===== src/rtl/div2_if.sv =====
// div2_if: operand/result bundle for the div2 sequential divider.
interface div2_if #(parameter int SIZE = 8);
    logic            start;
    logic [SIZE-1:0] dividend;
    logic [SIZE-1:0] divisor;
    logic            busy;
    logic            done;
    logic [SIZE-1:0] quotient;
    logic [SIZE-1:0] remainder;
    logic            div_by_zero;
    modport master (output start, dividend, divisor, input busy, done, quotient, remainder, div_by_zero);
    modport slave (input start, dividend, divisor, output busy, done, quotient, remainder, div_by_zero);
endinterface


===== src/rtl/div2.sv =====
// div2: restoring shift-subtract divider, one quotient bit per clock.
// Define SIGNED_DIV_EN for two's complement operands (truncation toward zero).
module div2 #(parameter int SIZE = 8) (
    input logic   clk,
    input logic   reset,
    div2_if.slave bus
);
    localparam int CW = $clog2(SIZE + 1);
    typedef enum logic {IDLE, RUN} state_t;
    state_t          state, state_d;
    logic [SIZE-1:0] q, q_d, r, r_d, d, d_d, quo, quo_d, rem, rem_d;
    logic [CW-1:0]   cnt, cnt_d;
    logic            dz, dz_d, dbz, dbz_d, done, done_d;
    logic [SIZE:0]   r_sh, t;
    logic [SIZE-1:0] r_it, q_it, a_mag, b_mag, q_res, r_res, dvd_res;
    assign r_sh = {r, q[SIZE-1]};
    assign t    = r_sh - {1'b0, d};
    assign r_it = t[SIZE] ? r_sh[SIZE-1:0] : t[SIZE-1:0];
    assign q_it = {q[SIZE-2:0], ~t[SIZE]};
`ifdef SIGNED_DIV_EN
    // q holds the dividend magnitude while idle-to-zero-divide, so dvd_res restores the original
    logic neg_q, neg_q_d, neg_r, neg_r_d;
    assign a_mag   = bus.dividend[SIZE-1] ? -bus.dividend : bus.dividend;
    assign b_mag   = bus.divisor[SIZE-1] ? -bus.divisor : bus.divisor;
    assign neg_q_d = (state == IDLE && bus.start) ? bus.dividend[SIZE-1] ^ bus.divisor[SIZE-1] : neg_q;
    assign neg_r_d = (state == IDLE && bus.start) ? bus.dividend[SIZE-1] : neg_r;
    assign q_res   = neg_q ? -q_it : q_it;
    assign r_res   = neg_r ? -r_it : r_it;
    assign dvd_res = neg_r ? -q : q;
    always_ff @(posedge clk) begin
        if (reset) begin
            neg_q <= 1'b0;
            neg_r <= 1'b0;
        end else begin
            neg_q <= neg_q_d;
            neg_r <= neg_r_d;
        end
    end
`else
    assign a_mag   = bus.dividend;
    assign b_mag   = bus.divisor;
    assign q_res   = q_it;
    assign r_res   = r_it;
    assign dvd_res = q;
`endif
    always_comb begin
        state_d = state;
        q_d     = q;
        r_d     = r;
        d_d     = d;
        cnt_d   = cnt;
        dz_d    = dz;
        quo_d   = quo;
        rem_d   = rem;
        dbz_d   = dbz;
        done_d  = 1'b0;
        if (state == IDLE) begin
            if (bus.start) begin
                state_d = RUN;
                q_d     = a_mag;
                d_d     = b_mag;
                r_d     = '0;
                cnt_d   = CW'(SIZE);
                dz_d    = bus.divisor == '0;
            end
        end else if (dz) begin
            state_d = IDLE;
            done_d  = 1'b1;
            quo_d   = '1;
            rem_d   = dvd_res;
            dbz_d   = 1'b1;
        end else begin
            q_d   = q_it;
            r_d   = r_it;
            cnt_d = cnt - CW'(1);
            if (cnt == CW'(1)) begin
                state_d = IDLE;
                done_d  = 1'b1;
                quo_d   = q_res;
                rem_d   = r_res;
                dbz_d   = 1'b0;
            end
        end
    end
    always_ff @(posedge clk) begin
        if (reset) begin
            state <= IDLE;
            q     <= '0;
            r     <= '0;
            d     <= '0;
            cnt   <= '0;
            dz    <= 1'b0;
            quo   <= '0;
            rem   <= '0;
            dbz   <= 1'b0;
            done  <= 1'b0;
        end else begin
            state <= state_d;
            q     <= q_d;
            r     <= r_d;
            d     <= d_d;
            cnt   <= cnt_d;
            dz    <= dz_d;
            quo   <= quo_d;
            rem   <= rem_d;
            dbz   <= dbz_d;
            done  <= done_d;
        end
    end
    assign bus.busy        = state == RUN;
    assign bus.done        = done;
    assign bus.quotient    = quo;
    assign bus.remainder   = rem;
    assign bus.div_by_zero = dbz;
endmodule

===== src/flat_wrapper.sv =====
// flat-port wrapper written by rule: the top's interface ports become plain ports
module div2_flat 
#(parameter int SIZE = 8)
  (clk, reset, bus_start, bus_dividend, bus_divisor, bus_busy, bus_done, bus_quotient, bus_remainder, bus_div_by_zero);
  div2_if #(.SIZE(SIZE)) bus_i ();
  input logic clk;
  input logic reset;
  input wire logic [$bits(bus_i.start)-1:0] bus_start;
  input wire logic [$bits(bus_i.dividend)-1:0] bus_dividend;
  input wire logic [$bits(bus_i.divisor)-1:0] bus_divisor;
  output wire logic [$bits(bus_i.busy)-1:0] bus_busy;
  output wire logic [$bits(bus_i.done)-1:0] bus_done;
  output wire logic [$bits(bus_i.quotient)-1:0] bus_quotient;
  output wire logic [$bits(bus_i.remainder)-1:0] bus_remainder;
  output wire logic [$bits(bus_i.div_by_zero)-1:0] bus_div_by_zero;
  assign bus_i.start = bus_start;
  assign bus_i.dividend = bus_dividend;
  assign bus_i.divisor = bus_divisor;
  assign bus_busy = bus_i.busy;
  assign bus_done = bus_i.done;
  assign bus_quotient = bus_i.quotient;
  assign bus_remainder = bus_i.remainder;
  assign bus_div_by_zero = bus_i.div_by_zero;
  div2 #(.SIZE(SIZE)) u_core (.clk(clk), .reset(reset), .bus(bus_i));
endmodule

===== config.mk =====
export PLATFORM = sky130hd
export DESIGN_NAME = div2_flat
export DESIGN_NICKNAME = d
export VERILOG_FILES = /design/src/rtl/div2_if.sv /design/src/rtl/div2.sv /design/src/flat_wrapper.sv
export SDC_FILE = /design/constraint.sdc
export NUM_CORES = 1
export LEC_CHECK = 0
export CORE_MARGIN = 3
export CORE_UTILIZATION = 48
export DETAILED_ROUTE_END_ITERATION = 6
export PLACE_DENSITY = 0.75
export SLEW_MARGIN = 20
export SYNTH_ARGS = -nofsm -noshare
export SYNTH_HDL_FRONTEND = slang
export SYNTH_SLANG_ARGS = --single-unit

===== constraint.sdc =====
create_clock -name clk -period 2.15 [get_ports clk]
set_input_delay 0.43 -clock clk [delete_from_list [all_inputs] [get_ports clk]]
set_output_delay 0.43 -clock clk [all_outputs]
set_load 0.1 [all_outputs]

==> results of run 1 <==
## power breakdown
group / switching, mW / internal, mW
logic: 0.514 / 0.521
clock network: 0.294 / 0.344
registers: 0.0687 / 0.950
## what timing repair did
| item | in CTS | in global routing |
|---|---|---|
| setup buffers | 0 | 5 |
| gates cloned | 0 | 1 |
| endpoints found under the setup margin | 16 | 18 |
| gates resized for setup | 2 | 19 |
| pin swaps | 1 | 8 |
## cells in the final DEF (no fill, tap or decap), types with 9 or more instances in the layout
master           netlist  final
inv_1                 12      9
a21oi_1               18     18
a211oi_1               9      9
buf_4                  0     40
mux2i_1               14     10
nor2_1                34     33
a22oi_1                9      9
dfxtp_1               48     42
nor3_1                18     17
clkdlybuf4s50_1        0     18
nand2_1               30     29
## cell families after synthesis
group,after synthesis,share of synthesized area
muxes,15,0.0652
AOI/OAI and AO/OA,71,0.198
DFF,48,0.414
adders and majority gates,11,0.0625
and+or+nand+nor,103,0.202
buffers and inverters,27,0.0469
xor gates and xnor gates,3,0.0113
## cell type report
type	count	area (µm²)
Clock buffer	5	68.8
Clock inverter	3	42.5
Fill cell	373	1390
Inverter	12	45.0
Multi-Input combinational cell	203	1370
Sequential cell	48	968
Tap cell	52	65.1
Timing Repair Buffer	62	557
## state kept, by name, indices dropped and copies added, names as in the netlist
name                    flops
u_core.r                    8
u_core.bus.done             1
u_core.bus.quotient         8
u_core.dz                   1
u_core.dvd_res              8
u_core.d                    8
u_core.bus.div_by_zero      1
u_core.bus.remainder        8
u_core.cnt                  4
u_core.bus.busy             1
## worst max-delay path, cell delays in order, from the launching register on
cell      delay, ns
dfxtp_2        0.33
inv_2          0.07
ha_4           0.13
inv_2          0.03
fa_2           0.36
a211oi_4       0.30
nor3_4         0.09
o21ai_2        0.21
o211ai_4       0.12
buf_12         0.16
mux2_4         0.31
o21ai_2        0.11
## metal layers
layer | wire length, µm | vias up | global-route usage
met1 | 2710 | 1032 | 0.300
li1 | - | 1093 | -
met3 | 295 | 8 | 0.0396
met4 | 69 | 0 | 0.0350
met2 | 2710 | 64 | 0.319
met5 | 0 | - | 0
## metrics by stage
step	instance area [µm²]	hold WS [ns]	util
global route	3110	0.476	0.691
floorplan	2360	0.436	-
finish	3110	0.456	0.691
CTS	2970	0.461	0.659
global placement	2850	0.444	0.633
detailed placement	2850	0.448	0.633
## how the worst max path moves through the flow
| stage | startpoint | to | slack [ns] | cells past startpoint |
|---|---|---|---|---|
| floorplan | u_core.d[0] | u_core.bus.remainder[0] | 0.01 | 10 |
| global route | u_core.dvd_res[7] | u_core.r[0] | -0.26 | 11 |
| detailed placement | u_core.d[0] | u_core.bus.remainder[0] | -0.11 | 10 |
| finish | u_core.dvd_res[7] | u_core.r[0] | -0.15 | 11 |
| CTS | u_core.dvd_res[7] | u_core.r[0] | -0.08 | 11 |
| global placement | u_core.d[0] | u_core.bus.remainder[0] | -0.05 | 10 |
==> impl_metrics.csv, run 1 <==
group,metric,value,unit
status,status,"finished with violations",
status,violations,"setup timing",
clock_tree,cts_made_buffers,5,
final_layout,area_delta_synth_final,34.1,%
floorplanning,start_util,0.515,
synth,yosys-top-cells-area,"dfxtp_1 (41%), mux2i_1 (6.0%), nor2_1 (5.5%)",
final_layout,fin_cells,385,
clock_tree,insertion_delay,0.30,ns
power,peakVddDrop,0.482,mV
setup_path,reg2reg_from,"u_core.dvd_res[7]",
hold_path,min_to,"u_core.d[3]",
global_routing,antenna_found_initial,0,
global_routing,grt_start_max_net_pins,28,
clock_tree,clkTransAtPathRegs,0.08,ns
final_layout,num_antenna_cells,0,
hold_path,hold_start,"u_core.d[3]",
synth,ys_seq_elements,48,
hold_path,min_path_cells,2,
global_routing,grt_pass1_wl,9.05,mm
floorplanning,rows,24,
power,power,2.69,mW
synth,synth_ff_type,"dfxtp_1",
synth,synth_most_common_cell,"dfxtp_1",
route,drc_errors,0,
synth,syn_nets,308,
global_routing,grt_pass1_vias,1916,
synth,syn_inst,278,
sta,skew,0.00804,ns
clock_tree,h-tree-depth,2,
setup_path,worstReg2RegEnd,"u_core.r[0]",
place,io_buffers,37,
setup_path,r2r_setup_slack,-0.15,ns
setup_path,cp.arrival,2.52,ns
sta,hold_viol_final,0,
power,leakagePower,1.21,nW
sta,setup_viol,17,
synth,synth_common_cells,"dfxtp_1 (48), nor2_1 (34), nand2_1 (30)",
synth,ys_types,40,
clock_tree,ctsHoldBuffers,0,
setup_path,critPathKind,"register to register",
sta,tightest_slew,0.537,ns
place,dp_hpwl,4.16,mm
floorplanning,io_pins,38,
route,wl_per_cell,15.0,µm
sta,relSlewSlack,0.641,
setup_path,worst_setup_path_start_kind,"register",
global_routing,track_usage,0.205,
route,vias,2197,
sta,period_needed,2.30,ns
floorplanning,chipHeight,75.5,µm
place,pre_cts_ws,-0.106,ns
place,dp.cells,371,
synth,netlist.area_leader.share,0.414,
route,ant_nets,0,
sta,fin_crit_sh,1.07,
synth,ys_seq_area_frac,0.414,
synth,synth_edf_count,0,
floorplanning,coreArea,4500,µm²
floorplanning,fp.dieW,75.5,µm
synth,yosys_warnings,0,
clock_tree,cts_tree,"built",
clock_tree,cts_sinks,48,
global_routing,grt.overflow.total,0,
sta,finalSetupTns,-1.48,ns
setup_path,rr_worst_depth,11,
synth,yosysTopAreaCell,"dfxtp_1",
setup_path,crit_required,2.38,ns
sta,slew_violations,0,
sta,final.setup.worst_slack,-0.146,ns
synth,async_reset_ff_frac,0,
run,max_cap_viol_count,0,
final_layout,fin_nets,362,
clock_tree,cts_root_buf,"clkbuf_8",
hold_path,hold_class,"register to register",
final_layout,drive_gt1_frac,0.240,
setup_path,cp_max_fo,5,
sta,max_freq,0.436,GHz
floorplanning,die_area,5710,µm²
route,initialDrtViolationCount,206,
clock_tree,cts_max_path_buffers,2,
route,wl,5.78,mm
place,place_congestion,0.866,
power,power_density,865,nW/µm²
sta,rsz0062_at_grt,"yes",
synth,syn_area,2320,µm²
synth,syn_area_per_cell,8.35,µm²
route,drt_pre_antenna_iters,5,
route,vias_per_cell,5.71,
setup_path,cp-end-kind,"register",
(Power assumes the default switching activity.)
==> run 2: changes to the inputs <==
- TNS_END_PERCENT: not set -> 5
==> run 2 against run 1 <==
The run still ends with setup timing left. Sequential share of layout area down 0.76 points. Sequential power is essentially flat. Die area is the same. Clock power up 38%. Setup slack lost 0.0030 ns. Global-route usage rose by 0.46 points.
==> impl_metrics.csv, run 2 (synthesized netlist as in run 1, its figures left out) <==
group,metric,value,unit
power,p_int,2.03,mW
power,swShare,0.307,
global_routing,grt_start_max_net_pins,18,
global_routing,grt.overflow.total,0,
final_layout,area_delta_synth_final,37.8,%
global_routing,grtUsageMet1,0.283,
sta,skew,0.0111,ns
hold_path,hold_start,"u_core.d[3]",
global_routing,grt_use_met2,0.337,
clock_tree,cts_max_path_buffers,2,
global_routing,use_met3,0.0435,
final_layout,fillCellCount,341,
setup_path,cp.arrival,2.52,ns
sta,slew_violations,0,
power,pwr-share-seq,0.348,
sta,tightest_slew,0.552,ns
final_layout,fin_nets,365,
status,violations,"setup timing",
power,power_frac_clock,0.301,
sta,period_needed,2.30,ns
hold_path,min_path_cells,2,
setup_path,worst_setup_path_start_kind,"register",
final_layout,final_common_cell,"buf_4",
route,initialDrtViolationCount,175,
floorplanning,fp.dieW,75.5,µm
clock_tree,insertion_delay,0.30,ns
place,dp_hpwl,4.07,mm
setup_path,reg2reg_from,"u_core.dvd_res[7]",
clock_tree,ctsHoldBuffers,0,
place,place_congestion,0.898,
floorplanning,rows,24,
clock_tree,cts_sinks,48,
route,ant_nets,0,
floorplanning,coreArea,4500,µm²
sta,finalSetupTns,-1.04,ns
floorplanning,die_area,5710,µm²
sta,final.setup.worst_slack,-0.149,ns
sta,relSlewSlack,0.630,
global_routing,busiest_layer,"met2",
hold_path,min_to,"u_core.d[3]",
route,drc_errors,0,
setup_path,cp_max_fo,4,
power,power_density,916,nW/µm²
floorplanning,chipHeight,75.5,µm
setup_path,worstReg2RegEnd,"u_core.r[0]",
place,pre_cts_ws,-0.161,ns
global_routing,track_usage,0.210,
setup_path,rr_worst_depth,11,
clock_tree,cts_made_buffers,5,
setup_path,critPathKind,"register to register",
sta,fin_crit_sh,1.07,
final_layout,multi_input_area,1400,µm²
route,vias_per_cell,5.64,
power,peakVddDrop,0.587,mV
clock_tree,clkTransAtPathRegs,0.08,ns
sta,max_freq,0.435,GHz
sta,rsz0062_at_grt,"yes",
clock_tree,cts_root_buf,"clkbuf_8",
floorplanning,start_util,0.515,
route,wl,6.01,mm
hold_path,hold_class,"register to register",
place,io_buffers,37,
setup_path,crit_required,2.38,ns
setup_path,cp-end-kind,"register",
status,status,"finished with violations",
route,drt_pre_antenna_iters,4,
power,pwr-share-comb,0.351,
setup_path,r2r_setup_slack,-0.15,ns
route,vias,2190,
global_routing,grt_pass1_wl,9.20,mm
global_routing,antenna_found_initial,0,
final_layout,num_antenna_cells,0,
sta,hold_viol_final,0,
sta,setup_viol,16,
route,wl_per_cell,15.5,µm
global_routing,grt_pass1_vias,2027,
final_layout,final_cell_mix,"buf_4 (44), dfxtp_1 (40), nor2_1 (34), nand2_1 (30)",
final_layout,drive_gt1_frac,0.262,
run,max_cap_viol_count,0,
power,leakagePower,1.24,nW
final_layout,register_area,971,µm²
power,switching_power,899,µW
clock_tree,h-tree-depth,2,
floorplanning,io_pins,38,
clock_tree,cts_tree,"built",
==> run 2: area by class of cell <==
cell class	instances	area share
well taps	52	0.0203
multi-input cells	203	0.438
inverters	12	0.0141
flip-flops and latches	48	0.304
clock inverters	3	0.0282
clock buffers	5	0.0215
repair buffers	65	0.174
==> run 2: metrics by stage <==
stage	hold WS (ns)	util	std cells	instance area (µm²)	total power, mW
5_1_grt	0.474	0.710	388	3200	3.06
6_report	0.456	0.710	388	3200	2.93
2_1_floorplan	0.436	-	278	2320	1.56
3_3_place_gp	0.444	0.629	375	2830	1.77
3_5_place_dp	0.447	0.629	375	2830	1.79
4_1_cts	0.459	0.681	387	3070	2.73
==> run 2: routing by layer <==
metal	wire length [µm]	share of wire
met2	2900	0.48
met3	220	0.037
met4	114	0.019
met1	2770	0.46
met5	0	0
==> run 2: critical path, cell delays in order (launching register included) <==
cell      delay, ns
dfxtp_2        0.33
inv_2          0.07
ha_4           0.14
inv_2          0.04
fa_2           0.36
a211oi_4       0.28
nor3_4         0.10
o21ai_2        0.20
o211ai_4       0.11
buf_6          0.15
mux2_4         0.32
o21ai_2        0.12
==> run 2: power by group through the flow <==
stage                     combinational (mW)  sequential [mW]  clock [mW]
after floorplan                        0.489             1.08           0
after global placement                 0.748             1.03           0
after detailed placement               0.762             1.03           0
after CTS                              0.833             1.01       0.890
after global routing                    1.10             1.03       0.933
final                                   1.03             1.02       0.882
==> run 2: repair_timing <==
| action | 4_1_cts | 5_1_grt |
|---|---|---|
| endpoints found under the setup margin | 16 | 18 |
| pin swaps | 8 | 10 |
| buffers inserted | 4 | 1 |
| resized for setup | 13 | 27 |
==> run 2: worst max path at each step <==
stage                            from                 endpoint  slack (ns)  cells past startpoint
floorplan           u_core.dvd_res[7]              u_core.r[0]       -0.06                     11
global placement    u_core.dvd_res[7]              u_core.r[0]       -0.11                     11
detailed placement  u_core.dvd_res[7]  u_core.bus.remainder[0]       -0.16                     11
CTS                       u_core.d[5]  u_core.bus.remainder[3]       -0.08                      9
global route        u_core.dvd_res[7]              u_core.r[4]       -0.21                     11
finish              u_core.dvd_res[7]              u_core.r[0]       -0.15                     11
==> run 3: changes to the inputs <==
- ABC_AREA: not set -> 1
- PLACE_DENSITY: 0.75 -> 0.74
- TNS_END_PERCENT: 5 -> 50
==> run 3 against run 2 <==
The run now ends clean. Power is 14% lower. Largest power group is now sequential cells. Clock power is 43% lower. Critical path depth rose by 2. Die area grew 5.8%. Final area decreased by 7.2%. First-iteration DRC count shrank 37%. Count of clock-buffer cells in the layout grew 1. Synthesized cell count up 19%. Via count grew 5.7%. Utilization shrank 9.8 points.
==> impl_metrics.csv, run 3 <==
group,metric,value,unit
floorplanning,die_area,6040,µm²
synth,syn_area_per_cell,7.43,µm²
power,p_int,1.54,mW
power,leakagePower,1.31,nW
sta,hold_viol_final,0,
sta,hold_ws,0.470,ns
setup_path,reg2reg_from,"u_core.dvd_res[7]",
sta,tightest_slew,0.470,ns
synth,synth_ff_type,"dfxtp_1",
sta,fin_crit_sh,0.915,
final_layout,fillCellCount,455,
clock_tree,cts_tree,"built",
route,vias_per_cell,5.26,
setup_path,startpoint,"u_core.dvd_res[7]",
setup_path,cpMostUsedCell,"nand2_1",
final_layout,multi_input_area,1310,µm²
status,status,"complete, no violations",
setup_path,crit_chain,"inv_1, ha_1, inv_1, fa_2, nand2_1, nand2_1, nand3_2, nand2_2, nand2_4, nand2_8, nand2_1, nand3_1, a21oi_2",
power,peakVddDrop,0.507,mV
synth,yosysTopAreaCell,"dfxtp_1",
floorplanning,fp.dieW,77.7,µm
route,vias,2315,
setup_path,crit_required,2.38,ns
setup_path,crit_slowest_cell,"fa_2",
synth,syn_area,2470,µm²
synth,syn_nets,362,
clock_tree,cts_sinks,48,
power,pwr-share-comb,0.399,
synth,synth_edf_count,0,
hold_path,hold_start,"u_core.d[3]",
floorplanning,rows,25,
sta,skew,0.00782,ns
place,place_congestion,0.838,
place,io_buffers,37,
clock_tree,ctsHoldBuffers,0,
sta,period_needed,1.97,ns
sta,setup_viol,0,
clock_tree,cts_made_buffers,5,
clock_tree,cts_max_path_buffers,2,
clock_tree,clkTransAtPathRegs,0.08,ns
route,drc_errors,0,
synth,synth_common_cells,"nand2_1 (71), dfxtp_1 (48), inv_1 (37)",
final_layout,area_delta_synth_final,20.2,%
setup_path,critPathMaxStageDelay,0.35,ns
route,drt_pre_antenna_iters,4,
sta,slew_violations,0,
power,swShare,0.390,
synth,netlist.area_leader.share,0.389,
setup_path,path_buf_inv,2,
setup_path,cp-end-kind,"register",
synth,syn_inst,332,
setup_path,critPathKind,"register to register",
floorplanning,coreArea,4850,µm²
global_routing,grt_start_max_net_pins,27,
sta,rsz0062_at_grt,"no",
place,dp_hpwl,4.41,mm
global_routing,antenna_found_initial,0,
synth,yosys_warnings,0,
synth,ys_seq_area_frac,0.389,
synth,yosys-top-cells-area,"dfxtp_1 (39%), nand2_1 (11%), a21oi_1 (6.5%)",
route,initialDrtViolationCount,110,
run,max_cap_viol_count,0,
global_routing,grt_pass1_vias,2127,
global_routing,track_usage,0.198,
final_layout,drive_gt1_frac,0.161,
synth,synth_most_common_cell,"nand2_1",
route,wl_per_cell,13.0,µm
global_routing,grt_pass1_wl,9.69,mm
route,ant_nets,0,
clock_tree,h-tree-depth,2,
hold_path,hold_class,"register to register",
floorplanning,start_util,0.509,
floorplanning,io_pins,38,
setup_path,cpLargestDelayFamily,"simple AND/OR/NAND/NOR gates",
synth,async_reset_ff_frac,0,
clock_tree,cts_root_buf,"clkbuf_8",
final_layout,num_antenna_cells,0,
global_routing,grt.overflow.total,0,
setup_path,cp_max_fo,10,
route,wl,5.74,mm
setup_path,worst_setup_path_start_kind,"register",
floorplanning,chipHeight,77.7,µm
clock_tree,insertion_delay,0.30,ns
setup_path,cp.arrival,2.20,ns
power,switching_power,985,µW
final_layout,fin_nets,403,
sta,finalSetupTns,0,ns
sta,max_freq,0.508,GHz
power,power_frac_clock,0.200,
power,power_density,852,nW/µm²
sta,relSlewSlack,0.686,
synth,ys_seq_elements,48,
power,pwr-share-seq,0.401,
final_layout,register_area,961,µm²
final_layout,final_common_cell,"nand2_1",
synth,ys_types,37,
final_layout,final_cell_mix,"nand2_1 (71), dfxtp_1 (48), inv_1 (37), nand3_1 (32), a21oi_1 (31)",
## run 3: changes by cell type after synthesis, moves of 10 or more
cell,delta
a21oi_1,+14
inv_1,+25
o21ai_1,-10
nand3_1,+29
nor2_1,-17
nand2_1,+41
o21ai_0,+20
mux2i_1,-14
nor3_1,-16
## run 3: cell type report
class                           count  share of cell area
Multi-Input combinational cell    235               0.442
Inverter                           39              0.0493
Tap cell                           67              0.0283
Clock buffer                        6              0.0245
Sequential cell                    48               0.324
Clock inverter                      1             0.00169
Timing Repair Buffer               44               0.131
## run 3: repair_timing
| action | 4_1_cts | 5_1_grt |
|---|---|---|
| gates resized for setup | 0 | 2 |
| setup endpoints to repair | 0 | 8 |
| buffers inserted | 0 | 0 |
## run 3: through the flow
step           cells  setup WS [ns]   util  power [mW]  area (µm²)
4_1_cts          439          0.127  0.609        2.51        2950
6_report         440          0.183  0.612        2.53        2970
3_3_place_gp     432          0.238  0.593        2.00        2880
5_1_grt          440         0.0116  0.612        2.70        2970
2_1_floorplan    332         0.0880      -        1.81        2470
3_5_place_dp     432          0.144  0.593        2.02        2880
## run 3: power groups by stage
stage	clock network [mW]	registers (mW)	logic, mW
3_5_place_dp	0	1.03	0.985
5_1_grt	0.544	1.02	1.13
6_report	0.504	1.01	1.01
3_3_place_gp	0	1.03	0.967
4_1_cts	0.513	1.01	0.988
2_1_floorplan	0	1.09	0.715
## run 3: final timing paths
| kind | end | slack [ns] | depth (start not counted) |
|---|---|---|---|
| min | u_core.d[3] | 0.47 | 2 |
| min reg2reg | u_core.d[3] | 0.47 | 2 |
| max reg2reg | u_core.bus.remainder[6] | 0.18 | 13 |
| max | u_core.bus.remainder[6] | 0.18 | 13 |
## run 3: per-layer routing
metal  part of all wire  vias to the layer above  global-route usage
met5                  0                        -                   0
li1                   -                     1182                   -
met3              0.040                       11              0.0394
met4              0.018                        0              0.0712
met1               0.48                     1070               0.275
met2               0.46                       52               0.305
## run 3: logic make-up after synthesis
family                   synth area share
AO/OA/AOI/OAI                       0.171
XOR/XNOR                           0.0107
buffers and inverters              0.0847
flip-flops                          0.389
AND/OR/NAND/NOR                     0.285
adder cells (fa/ha/maj)            0.0588
## run 3: worst reg2reg max path: stages, from the launching register on
cell	delay, ns
dfxtp_1	0.31
inv_1	0.09
ha_1	0.15
inv_1	0.06
fa_2	0.36
nand2_1	0.07
nand2_1	0.09
nand3_2	0.12
nand2_2	0.09
nand2_4	0.13
nand2_8	0.09
nand2_1	0.10
nand3_1	0.11
a21oi_2	0.12
